[src/rtl/signed_accum_ctrl.sv]
// -----------------------------------------------------------------------------
// signed_accum_ctrl
//
// Sign/accumulate sequencer for ternary-weight (+1 / -1 / 0) partial results
// coming out of the CiM macro. A frame of cfg_len signed beats is taken on a
// valid/ready input. Each beat is negated, passed through or zeroed according
// to its weight class, then added into a saturating accumulator. One result
// per frame is presented on a valid/ready output.
//
// Ports
//   clk        system clock, rising edge
//   rst_n      synchronous active-low reset
//   start      frame start pulse, honoured only in IDLE
//   cfg_len    beats in the frame, sampled on an accepted start
//   in_valid   beat valid
//   in_ready   block accepts a beat this cycle (high throughout ACCUM)
//   in_data    signed partial result
//   in_sign    weight -1: negate the term
//   in_zero    weight 0: term forced to zero (wins over in_sign)
//   out_valid  accumulated result valid
//   out_ready  downstream accepts the result
//   out_data   saturated signed accumulated result
//   out_ovf    saturation occurred somewhere in this frame
//   busy       high in ACCUM or DONE
// -----------------------------------------------------------------------------
module signed_accum_ctrl #(
    parameter int DATA_W = 16,
    parameter int ACC_W  = 20,
    parameter int LEN_W  = 7
) (
    input  logic              clk,
    input  logic              rst_n,
    input  logic              start,
    input  logic [LEN_W-1:0]  cfg_len,
    input  logic              in_valid,
    output logic              in_ready,
    input  logic [DATA_W-1:0] in_data,
    input  logic              in_sign,
    input  logic              in_zero,
    output logic              out_valid,
    input  logic              out_ready,
    output logic [ACC_W-1:0]  out_data,
    output logic              out_ovf,
    output logic              busy
);

    localparam logic [1:0] S_IDLE  = 2'd0;
    localparam logic [1:0] S_ACCUM = 2'd1;
    localparam logic [1:0] S_DONE  = 2'd2;

    localparam logic [ACC_W-1:0] ACC_MAX = {1'b0, {(ACC_W-1){1'b1}}};
    localparam logic [ACC_W-1:0] ACC_MIN = {1'b1, {(ACC_W-1){1'b0}}};

    logic [1:0]       state;
    logic [ACC_W-1:0] acc;
    logic [LEN_W-1:0] cnt;
    logic             ovf;

    logic             accept;
    logic [ACC_W:0]   sext_data;
    logic [ACC_W:0]   term;
    logic [ACC_W:0]   sum;
    logic [ACC_W-1:0] acc_nxt;
    logic             ovf_nxt;

    assign accept = in_valid & in_ready;
    assign busy   = (state != S_IDLE);

    // Extend to ACC_W+1 bits before negating so that the most negative input
    // negates to its exact positive magnitude instead of wrapping.
    assign sext_data = {{(ACC_W+1-DATA_W){in_data[DATA_W-1]}}, in_data};

    // NOTE: every variable assigned in this block gets a default first, so no
    // path leaves it unassigned and no latch is inferred.
    always_comb begin
        term    = '0;
        sum     = '0;
        acc_nxt = acc;
        ovf_nxt = ovf;
        if (!in_zero) begin
            term = in_sign ? (~sext_data + 1'b1) : sext_data;
        end
        sum = {acc[ACC_W-1], acc} + term;
        // Both operands are in range, so the sum fits in ACC_W+1 bits and the
        // top two bits disagree exactly when the result leaves the ACC_W range.
        if (!sum[ACC_W] && sum[ACC_W-1]) begin
            acc_nxt = ACC_MAX;
            ovf_nxt = 1'b1;
        end else if (sum[ACC_W] && !sum[ACC_W-1]) begin
            acc_nxt = ACC_MIN;
            ovf_nxt = 1'b1;
        end else begin
            acc_nxt = sum[ACC_W-1:0];
        end
    end

    // NOTE: state is updated with non-blocking assignments so every register
    // sees the pre-edge value of every other register, whatever the order.
    always_ff @(posedge clk) begin
        if (!rst_n) begin
            state     <= S_IDLE;
            acc       <= '0;
            cnt       <= '0;
            ovf       <= 1'b0;
            in_ready  <= 1'b0;
            out_valid <= 1'b0;
            out_data  <= '0;
            out_ovf   <= 1'b0;
        end else begin
            case (state)
                S_IDLE: begin
                    if (start) begin
                        acc <= '0;
                        ovf <= 1'b0;
                        if (cfg_len != '0) begin
                            cnt      <= cfg_len;
                            in_ready <= 1'b1;
                            state    <= S_ACCUM;
                        end else begin
                            // Empty frame: present a zero result immediately.
                            out_data  <= '0;
                            out_ovf   <= 1'b0;
                            out_valid <= 1'b1;
                            state     <= S_DONE;
                        end
                    end
                end

                S_ACCUM: begin
                    if (accept) begin
                        acc <= acc_nxt;
                        ovf <= ovf_nxt;
                        cnt <= cnt - 1'b1;
                        if (cnt == LEN_W'(1)) begin
                            // Result includes the beat being accepted now.
                            out_data  <= acc_nxt;
                            out_ovf   <= ovf_nxt;
                            out_valid <= 1'b1;
                            in_ready  <= 1'b0;
                            state     <= S_DONE;
                        end
                    end
                end

                S_DONE: begin
                    if (out_ready) begin
                        out_valid <= 1'b0;
                        state     <= S_IDLE;
                    end
                end

                default: begin
                    in_ready  <= 1'b0;
                    out_valid <= 1'b0;
                    state     <= S_IDLE;
                end
            endcase
        end
    end

endmodule
[config.mk]
export PLATFORM = sky130hd
export DESIGN_NAME = signed_accum_ctrl
export DESIGN_NICKNAME = d
export VERILOG_FILES = /design/src/rtl/signed_accum_ctrl.sv
export SDC_FILE = /design/constraint.sdc
export NUM_CORES = 1
export LEC_CHECK = 0
export BUFFER_PORTS_ARGS = -buffer_cell sky130_fd_sc_hd__buf_2
export CAP_MARGIN = 20
export CORE_ASPECT_RATIO = 0.6
export CORE_UTILIZATION = 35
export DETAILED_ROUTE_END_ITERATION = 10
export PLACE_DENSITY_LB_ADDON = 0.25
export SLEW_MARGIN = 20
export SYNTH_ARGS = -nofsm -noshare
export SYNTH_HDL_FRONTEND = slang
export SYNTH_SLANG_ARGS = --single-unit
[constraint.sdc]
create_clock -name clk -period 5.2 [get_ports clk]
set_input_delay 0.78 -clock clk [delete_from_list [all_inputs] [get_ports clk]]
set_output_delay 0.78 -clock clk [all_outputs]
set_load 0.03 [all_outputs]
After elaboration in Yosys (flattened, before gate mapping)
Cells that the tools add are included.
Widths: inputs -> output; s select.
{"block": "word_totals", "in_bits": 30, "output_inout_bits": 24, "word_cells": 80, "ff_bits": 53}
{"block": "op_classes", "n_eq_ne": 9, "addsub": 3, "bitwise": 3, "n_reduce_logical": 14, "n_mux": 43}
{"op": "$mux 20", "n": 8}
{"op": "$pmux 20 s2", "n": 2}
{"op": "$mux 21", "n": 2}
{"op": "$add 21x1->21 const B", "n": 1}
{"op": "$add 21x21->21", "n": 1}
{"op": "$mux 7", "n": 3}
{"op": "$not 21->21", "n": 1}
{"op": "$mux 1", "n": 17}
{"op": "$reduce_and 5->1", "n": 3}
{"op": "$pmux 7 s2", "n": 1}
{"op": "$ne 2x2->1 const B", "n": 6}
{"op": "$mux 2", "n": 5}
{"op": "$reduce_and 4->1", "n": 2}
{"op": "$eq 7x1->1 const B", "n": 1}
{"op": "$reduce_bool 7->1", "n": 1}
{"op": "$sub 7x1->7 const B", "n": 1}
{"op": "$pmux 1 s3", "n": 2}
{"op": "$pmux 2 s3", "n": 1}
{"op": "$pmux 1 s2", "n": 2}
{"op": "$reduce_bool 2->1", "n": 2}
{"op": "$reduce_and 3->1", "n": 1}
{"op": "$eq 2x1->1 const B", "n": 1}
{"op": "$eq 2x2->1 const B", "n": 1}
{"op": "$logic_and 1x1->1", "n": 2}
{"op": "other kinds (4)", "n": 5}

Logic depth before layout (Yosys ltp)
Gate-level depths: netlist of the first run.
{"block": "logic_depth", "ltp_word": 12, "ltp_mapped": 19}

Worst setup path before layout of the first run
OpenSTA, ideal clock, no wires.
{"block": "synth_path", "kind": "input -> register", "from": "in in_data[2]", "to": "reg acc[14]", "n_path_buf": 2, "t_arrival_ns": 4.317, "cell_stages": 17, "slack_ns": 0.754, "cell_sequence": "or4_1 > nor3_1 > nand2_1 > o41ai_1 > or2_2 > a21oi_1 > ha_1 > clkbuf_1 > a21oi_1 > o21a_1 > o21ai_0 > a31oi_1 > nand2_1 > xnor2_2 > o31a_1 > buf_6 > a21oi_2"}
{"block": "synth_between", "elab_chain_cells": 11, "elab_cells_between_ends": 13}
{"element": "start, declared", "line": "37", "source": "input logic [DATA_W-1:0] in_data,"}
{"element": "$not 21->21", "line": "81", "source": "term = in_sign ? (~sext_data + 1'b1) : sext_data;"}
{"element": "$add 21x1->21", "line": "81"}
{"element": "$mux 21 (*)", "line": "81"}
{"element": "$mux 21 (*)", "line": "80", "source": "if (!in_zero) begin"}
{"element": "$add 21x21->21 (*)", "line": "83", "source": "sum = {acc[ACC_W-1], acc} + term;"}
{"element": "$logic_not 1->1", "line": "89", "source": "end else if (sum[ACC_W] && !sum[ACC_W-1]) begin"}
{"element": "$logic_and 1x1->1", "line": "89"}
{"element": "$mux 20", "line": "89"}
{"element": "$mux 20 (*)", "line": "86", "source": "if (!sum[ACC_W] && sum[ACC_W-1]) begin"}
{"element": "$mux 20 (*)", "line": "130", "source": "if (accept) begin"}
{"element": "$pmux 20 s2 (*)", "line": "110", "source": "case (state)"}
{"element": "end signal, assigned", "line": "131", "source": "acc <= acc_nxt;"}
{"element": "end, declared", "line": "55", "source": "logic [ACC_W-1:0] acc;"}
Every way passes the cells marked *; elsewhere a longest branch is shown, timed or not. The select of a mux whose other input is x is not followed.
A chain may end at the register's enable or synchronous reset.

Worst setup path in the final report of the first run
{"block": "layout_path", "from": "in in_data[2]", "to": "reg acc[3]"}
Same word-level chain as after synthesis.

==> results of run 1 <==
-- cell families (layout without fill, tap and decap cells) --
group	Yosys count	after routing	synth area share [%]
AOI/OAI and AO/OA	183	183	31.6
and+or+nand+nor	158	158	20.2
DFF	53	53	28.4
buffers and inverters	40	90	4.55
xor gates and xnor gates	28	28	6.75
adders and majority gates	24	24	8.22
muxes	1	1	0.267
-- power by group --
group | total, W | switching [W] | internal, W
combinational | 0.000406 | 0.000258 | 0.000147
sequential | 0.000477 | 0.0000303 | 0.000447
clock | 0.000392 | 0.000151 | 0.000241
-- metal layers --
metal | vias up | wire, microns | track usage, %
li1 | 1864 | - | -
met4 | 0 | 42 | 3.37
met5 | - | 0 | 0
met2 | 92 | 4110 | 28.5
met1 | 1747 | 5630 | 29.7
met3 | 5 | 528 | 3.66
-- metrics by stage --
stage                     cell area, sq um  std cells  power, W  utilization [%]  hold WS, ns
final                                 4330        672   0.00128             42.8        0.447
after global routing                  4330        672   0.00135             42.8        0.457
after CTS                             4330        672   0.00128             42.8        0.454
after detailed placement              4160        664  0.000887             41.1        0.446
after global placement                4160        664  0.000883             41.1        0.434
after floorplan                       3740        487  0.000773                -        0.444
-- placed cells by master, fill, tap and decap left out, types with 4 or more instances in the layout --
cell	Yosys	routed
nor2b_1	10	10
nor2_1	50	50
nor4_1	4	4
o21ai_0	53	52
nand2_1	54	54
inv_1	17	17
a21o_1	6	6
nor3_1	5	5
xor2_1	19	19
buf_4	1	12
a21oi_1	47	47
dfxtp_1	53	53
nand2b_1	7	7
nand4_1	4	4
o21bai_1	6	6
buf_2	1	53
clkbuf_16	0	5
o21a_1	7	7
ha_1	23	23
a31oi_1	8	8
nand3_1	8	8
o31ai_1	8	8
xnor2_1	8	8
a21oi_2	10	10
-- worst min-delay path, delay by kind of cell (launching register included) --
family	cells	cell delay (ns)
DFF	1	0.31
AOI/OAI and AO/OA	1	0.05
buffers and inverters	1	0.04
-- flip-flops by register name (all words and copies together) (netlist names) --
register	cells
out_data	20
acc	20
cnt	7
out_ovf	1
state	2
out_valid	1
in_ready	1
ovf	1
-- how the worst min path moves through the flow --
stage                      startpoint                     end  slack [ns]
2_1_floorplan        ovf$_SDFFE_PN0P_        ovf$_SDFFE_PN0P_        0.44
3_3_place_gp   out_valid$_SDFFE_PN0P_  out_valid$_SDFFE_PN0P_        0.43
3_5_place_dp   out_valid$_SDFFE_PN0P_  out_valid$_SDFFE_PN0P_        0.45
4_1_cts        out_valid$_SDFFE_PN0P_  out_valid$_SDFFE_PN0P_        0.45
5_1_grt        out_valid$_SDFFE_PN0P_  out_valid$_SDFFE_PN0P_        0.46
6_report       out_valid$_SDFFE_PN0P_  out_valid$_SDFFE_PN0P_        0.45
-- layout make-up --
type | instances | area share (%)
sequential | 53 | 24.5
inverter | 17 | 1.47
clock buffer | 7 | 3.29
clock inverter | 1 | 0.693
tap | 135 | 3.90
timing repair buffer | 65 | 8.20
multi-input combinational | 394 | 58.0
==> run metrics, run 1 <==
post-synthesis cell type count=59; area leader, netlist=dfxtp_1; DIE HEIGHT=82.1 microns; crit path kind=input port to register; port buffer count=53; final hold vios=0; Via Count=3708; sequential share of the synthesized area=28.4%; DRT Wirelength=10300 microns; Worst Max-Slew Pin Slew=0.841 ns; synth cell count leaders=54 x nand2_1, 53 x dfxtp_1, 53 x o21ai_0; initial core utilization=37.0%; largest net degree at the start of global routing=57; # fillers=1045; asr flop ratio synth=0%; clk_skew=0.00487 ns; GRT overflow=0; Synth top area share=28.4%; WP depth=17; largest incremental delay on the critical path=0.61 ns; minimum clock period=4.75 ns; synthesized flop and latch total=53; Max Cap Viol=0; clk slew on worst S/H paths=0.07 ns; P per Cell Area=294 mW/mm^2; RePlAce Congestion=0.884; Iteration-0 DRC Markers=258; worst r2r dst=acc[3]$_SDFFE_PN0P_; Tot GR Track Use=19.6%; Critical Path Source Type=input port; Root Driver=clkbuf_16; Max Slew Vio Count=0; status=finished, final reports clean; Hold Path Stages=2; flop2flop setup slack=2.04 ns; number of synthesized flops with an enable pin=0; row cnt=28; Max Freq=0.211 GHz; count leader, synth=nand2_1; leakage=1.89 nW; RSZ-0062 raised after global routing=false; Reg2Reg Launch Point=acc[4]$_SDFFE_PN0P_; drt first pass iters=5; hold_buf cts=0; antenna fix cells=0; worst setup path startpoint=in_data[2]; vias per cell=5.52; Detail Placement HPWL=7980 microns; synthesized instance count=487; Post-CTS Setup Bufs=0; Final TNS setup=0 ns; relative slew slack=43.5%; clock sink total=53; Area contributors post-synth=dfxtp_1 28%, ha_1 7.7%, o21ai_0 7.1%, a21oi_1 6.3%, nand2_1 5.4%; core area=0.0101 sq mm; end point of the critical path=acc[3]$_SDFFE_PN0P_; post-route ant nets=0; endpoint type of the worst setup path=register; I/O Pins=54; initial antenna violation count=0; CP bufs+invs=2; R2R cell count=10; Worst VDD drop=0.161 mV; crit path DAT=4.92 ns; first-pass GRT wire length=17000 microns; dominant synthesized flop cell=dfxtp_1; CP delay by family, top=compound AO/OA/AOI/OAI gates; CP Max Fanout=15; HP Class=register to register; pre-CTS WS=0.205 ns; share of layout cells above drive strength 1=16.8%; Resize count post-CTS=0; drt wl/cell=15.3 microns; cells along the critical path=buf_2 -> or4_1 -> nor3_1 -> nand2_1 -> o41ai_1 -> or2_2 -> a21oi_1 -> ha_1 -> a21o_1 -> a21o_1 -> a21o_1 -> a31oi_1 -> nand2_1 -> xnor2_2 -> o31a_1 -> buf_4 -> a21oi_1; yosys warns=0; H-tree depth=2; CTS tree=yes; Reg area=0.00106 sq mm; multi-input logic area=0.00251 sq mm; die width=135 microns; total CTS buffers=5; deepest clock path buffer count=2; most used cell, CP=a21o_1; # DRC=0; Mean Syn Cell Area=7.68 sq um; Synth Cell Area=0.00374 sq mm; area grow syn2layout=15.8%; setup violators final=0; vias in the first global route=3348; clock latency on the worst-skew pair=0.29 ns; layout net count=590; full die area=0.0111 sq mm; Final Cycle Share=91.3%; Final Worst Setup Slack=0.454 ns; slowest stage cell, crit path=or4_1; CP required=5.38 ns; Post-Syn Nets=541
Power figures use the tool's default switching activity.
==> run 2: changes to the inputs <==
==> constraint.sdc (replaced) <==
create_clock -name clk -period 4.6 [get_ports clk]
set_input_delay 0.69 -clock clk [delete_from_list [all_inputs] [get_ports clk]]
set_output_delay 0.69 -clock clk [all_outputs]
set_load 0.03 [all_outputs]
==> run metrics, run 2 (synthesis gave the netlist of run 1 again) <==
status=finished, final reports clean; total CTS buffers=5 (unchanged); first-pass GRT wire length=16700 microns (-1.5%); Final Cycle Share=94.0%; area grow syn2layout=20.9%; GRT overflow=0 (unchanged); Detail Placement HPWL=8040 microns (+0.79%); Max Cap Viol=0 (unchanged); RePlAce Congestion=0.866 (-2.0%); P per Cell Area=323 mW/mm^2 (+9.8%); clk slew on worst S/H paths=0.07 ns (about the same); Iteration-0 DRC Markers=246 (-4.7%); largest incremental delay on the critical path=0.59 ns (-0.02 ns); multi-input logic area=0.00255 sq mm (+1.4%); Root Driver=clkbuf_16; leakage=1.99 nW (+5.3%); Tot GR Track Use=19.1% (-0.50 points); hold slack=0.447 ns (-0.000215 ns); RSZ-0062 raised after global routing=false; crit path DAT=4.55 ns (-0.37 ns); HP Class=register to register; drt first pass iters=4 (-1); CP Max Fanout=5 (-10); most used cell, CP=a21oi_1; row cnt=28 (unchanged); H-tree depth=2 (unchanged); hold_buf cts=0 (unchanged); Reg area=0.00106 sq mm (unchanged); endpoint type of the worst setup path=register; Max Slew Vio Count=0 (unchanged); vias per cell=5.43 (-1.7%); deepest clock path buffer count=2 (unchanged); crit path kind=input port to register; relative slew slack=31.1% (-12 points); CP delay by family, top=simple AND/OR/NAND/NOR gates; post-route ant nets=0 (unchanged); most frequent cells in the layout=54 x nand2_1, 53 x dfxtp_1, 53 x buf_2, 52 x o21ai_0, 50 x nor2_1; antenna fix cells=0 (unchanged); full die area=0.0111 sq mm (unchanged); CP bufs+invs=2 (unchanged); placed inst area=0.00431 sq mm (+3.5%); minimum clock period=4.33 ns; Final TNS setup=0 ns (unchanged); vias in the first global route=3396 (+1.4%); initial core utilization=37.0% (unchanged); DIE HEIGHT=82.1 microns (unchanged); drt wl/cell=14.9 microns (-2.7%); setup violators final=0 (unchanged); largest net degree at the start of global routing=57 (unchanged); cells along the critical path=buf_2 -> or4_1 -> nor3_2 -> nand2_1 -> o41ai_2 -> or2_2 -> a21oi_1 -> ha_1 -> nand4_1 -> o21ai_0 -> a31oi_1 -> a211o_1 -> o211ai_1 -> buf_4 -> or3b_1 -> a21oi_1; # fillers=1001 (-4.2%); final hold vios=0 (unchanged); core area=0.0101 sq mm (unchanged); DRT Wirelength=10300 microns (about the same); Via Count=3749 (+1.1%); # DRC=0 (unchanged); post-route cell area=0.00452 sq mm (+4.4%); slowest stage cell, crit path=or4_1; clk_skew=0.00730 ns (+0.00243 ns); most common cell after layout, fill and taps aside=nand2_1; layout net count=609 (+3.2%); CP required=4.82 ns (-0.56 ns); Worst VDD drop=0.166 mV (+2.8%); share of layout cells above drive strength 1=20.3% (+3.6 points); CTS tree=yes; port buffer count=53 (unchanged); initial antenna violation count=0 (unchanged); clock sink total=53 (unchanged); Critical Path Source Type=input port; Worst Max-Slew Pin Slew=1.03 ns (+0.190 ns); die width=135 microns (unchanged); largest registers=acc x20, out_data x20, cnt x7; clock latency on the worst-skew pair=0.30 ns (about the same); I/O Pins=54 (unchanged); Max Freq=0.231 GHz
run 2: changes by cell type in the layout (fill, tap and decap cells not counted), sizes merged:
cell and change:
buf +19
run 2: power breakdown:
part / switching, W / total [W] / internal (W)
logic: 0.000296 / 0.000482 / 0.000186
registers: 0.0000344 / 0.000539 / 0.000505
clock network: 0.000168 / 0.000441 / 0.000272
run 2: what timing repair did:
action	in CTS	in global routing
setup buffers	0	1
resized for setup	0	5
setup endpoints to repair	0	42
run 2: area by class of cell:
type | instances | share of cell area, %
inverter | 17 | 1.41
tap | 135 | 3.73
clock inverter | 1 | 0.664
multi-input combinational | 394 | 56.3
timing repair buffer | 84 | 11.3
sequential | 53 | 23.5
clock buffer | 7 | 3.15
run 2: per-stage QoR:
stage	instances	worst slack (ns)	util [%]	total power, W
2_1_floorplan	487	0.244	-	0.000874
3_3_place_gp	682	0.0215	42.5	0.00101
3_5_place_dp	682	-0.123	42.5	0.00102
4_1_cts	690	0.168	44.3	0.00146
5_1_grt	691	0.0481	44.7	0.00155
6_report	691	0.275	44.7	0.00146
run 2: worst min-delay path: cells and delay by family, from the launching register on:
kind / cells / cell delay, ns
DFF: 1 / 0.30
AOI/OAI and AO/OA: 1 / 0.05
buffers and inverters: 1 / 0.04
run 2: metal layers:
layer  wire length (microns)  track usage (%)  up-vias
met5                       0                0        -
met4                      82             3.48        0
met3                     482             4.09        9
met2                    4150             28.2       74
met1                    5590             28.3     1758
li1                        -                -     1908
run 2: path summary, 6_finish.rpt:
check | from | endpoint | slack, ns | depth (start not counted)
worst max-delay path | in_data[2] | out_data[5]$_SDFFE_PN0P_ | 0.27 | 16
worst max register to register | acc[0]$_SDFFE_PN0P_ | out_data[5]$_SDFFE_PN0P_ | 1.56 | 12
worst min-delay path | out_valid$_SDFFE_PN0P_ | out_valid$_SDFFE_PN0P_ | 0.45 | 2
worst min register to register | out_valid$_SDFFE_PN0P_ | out_valid$_SDFFE_PN0P_ | 0.45 | 2
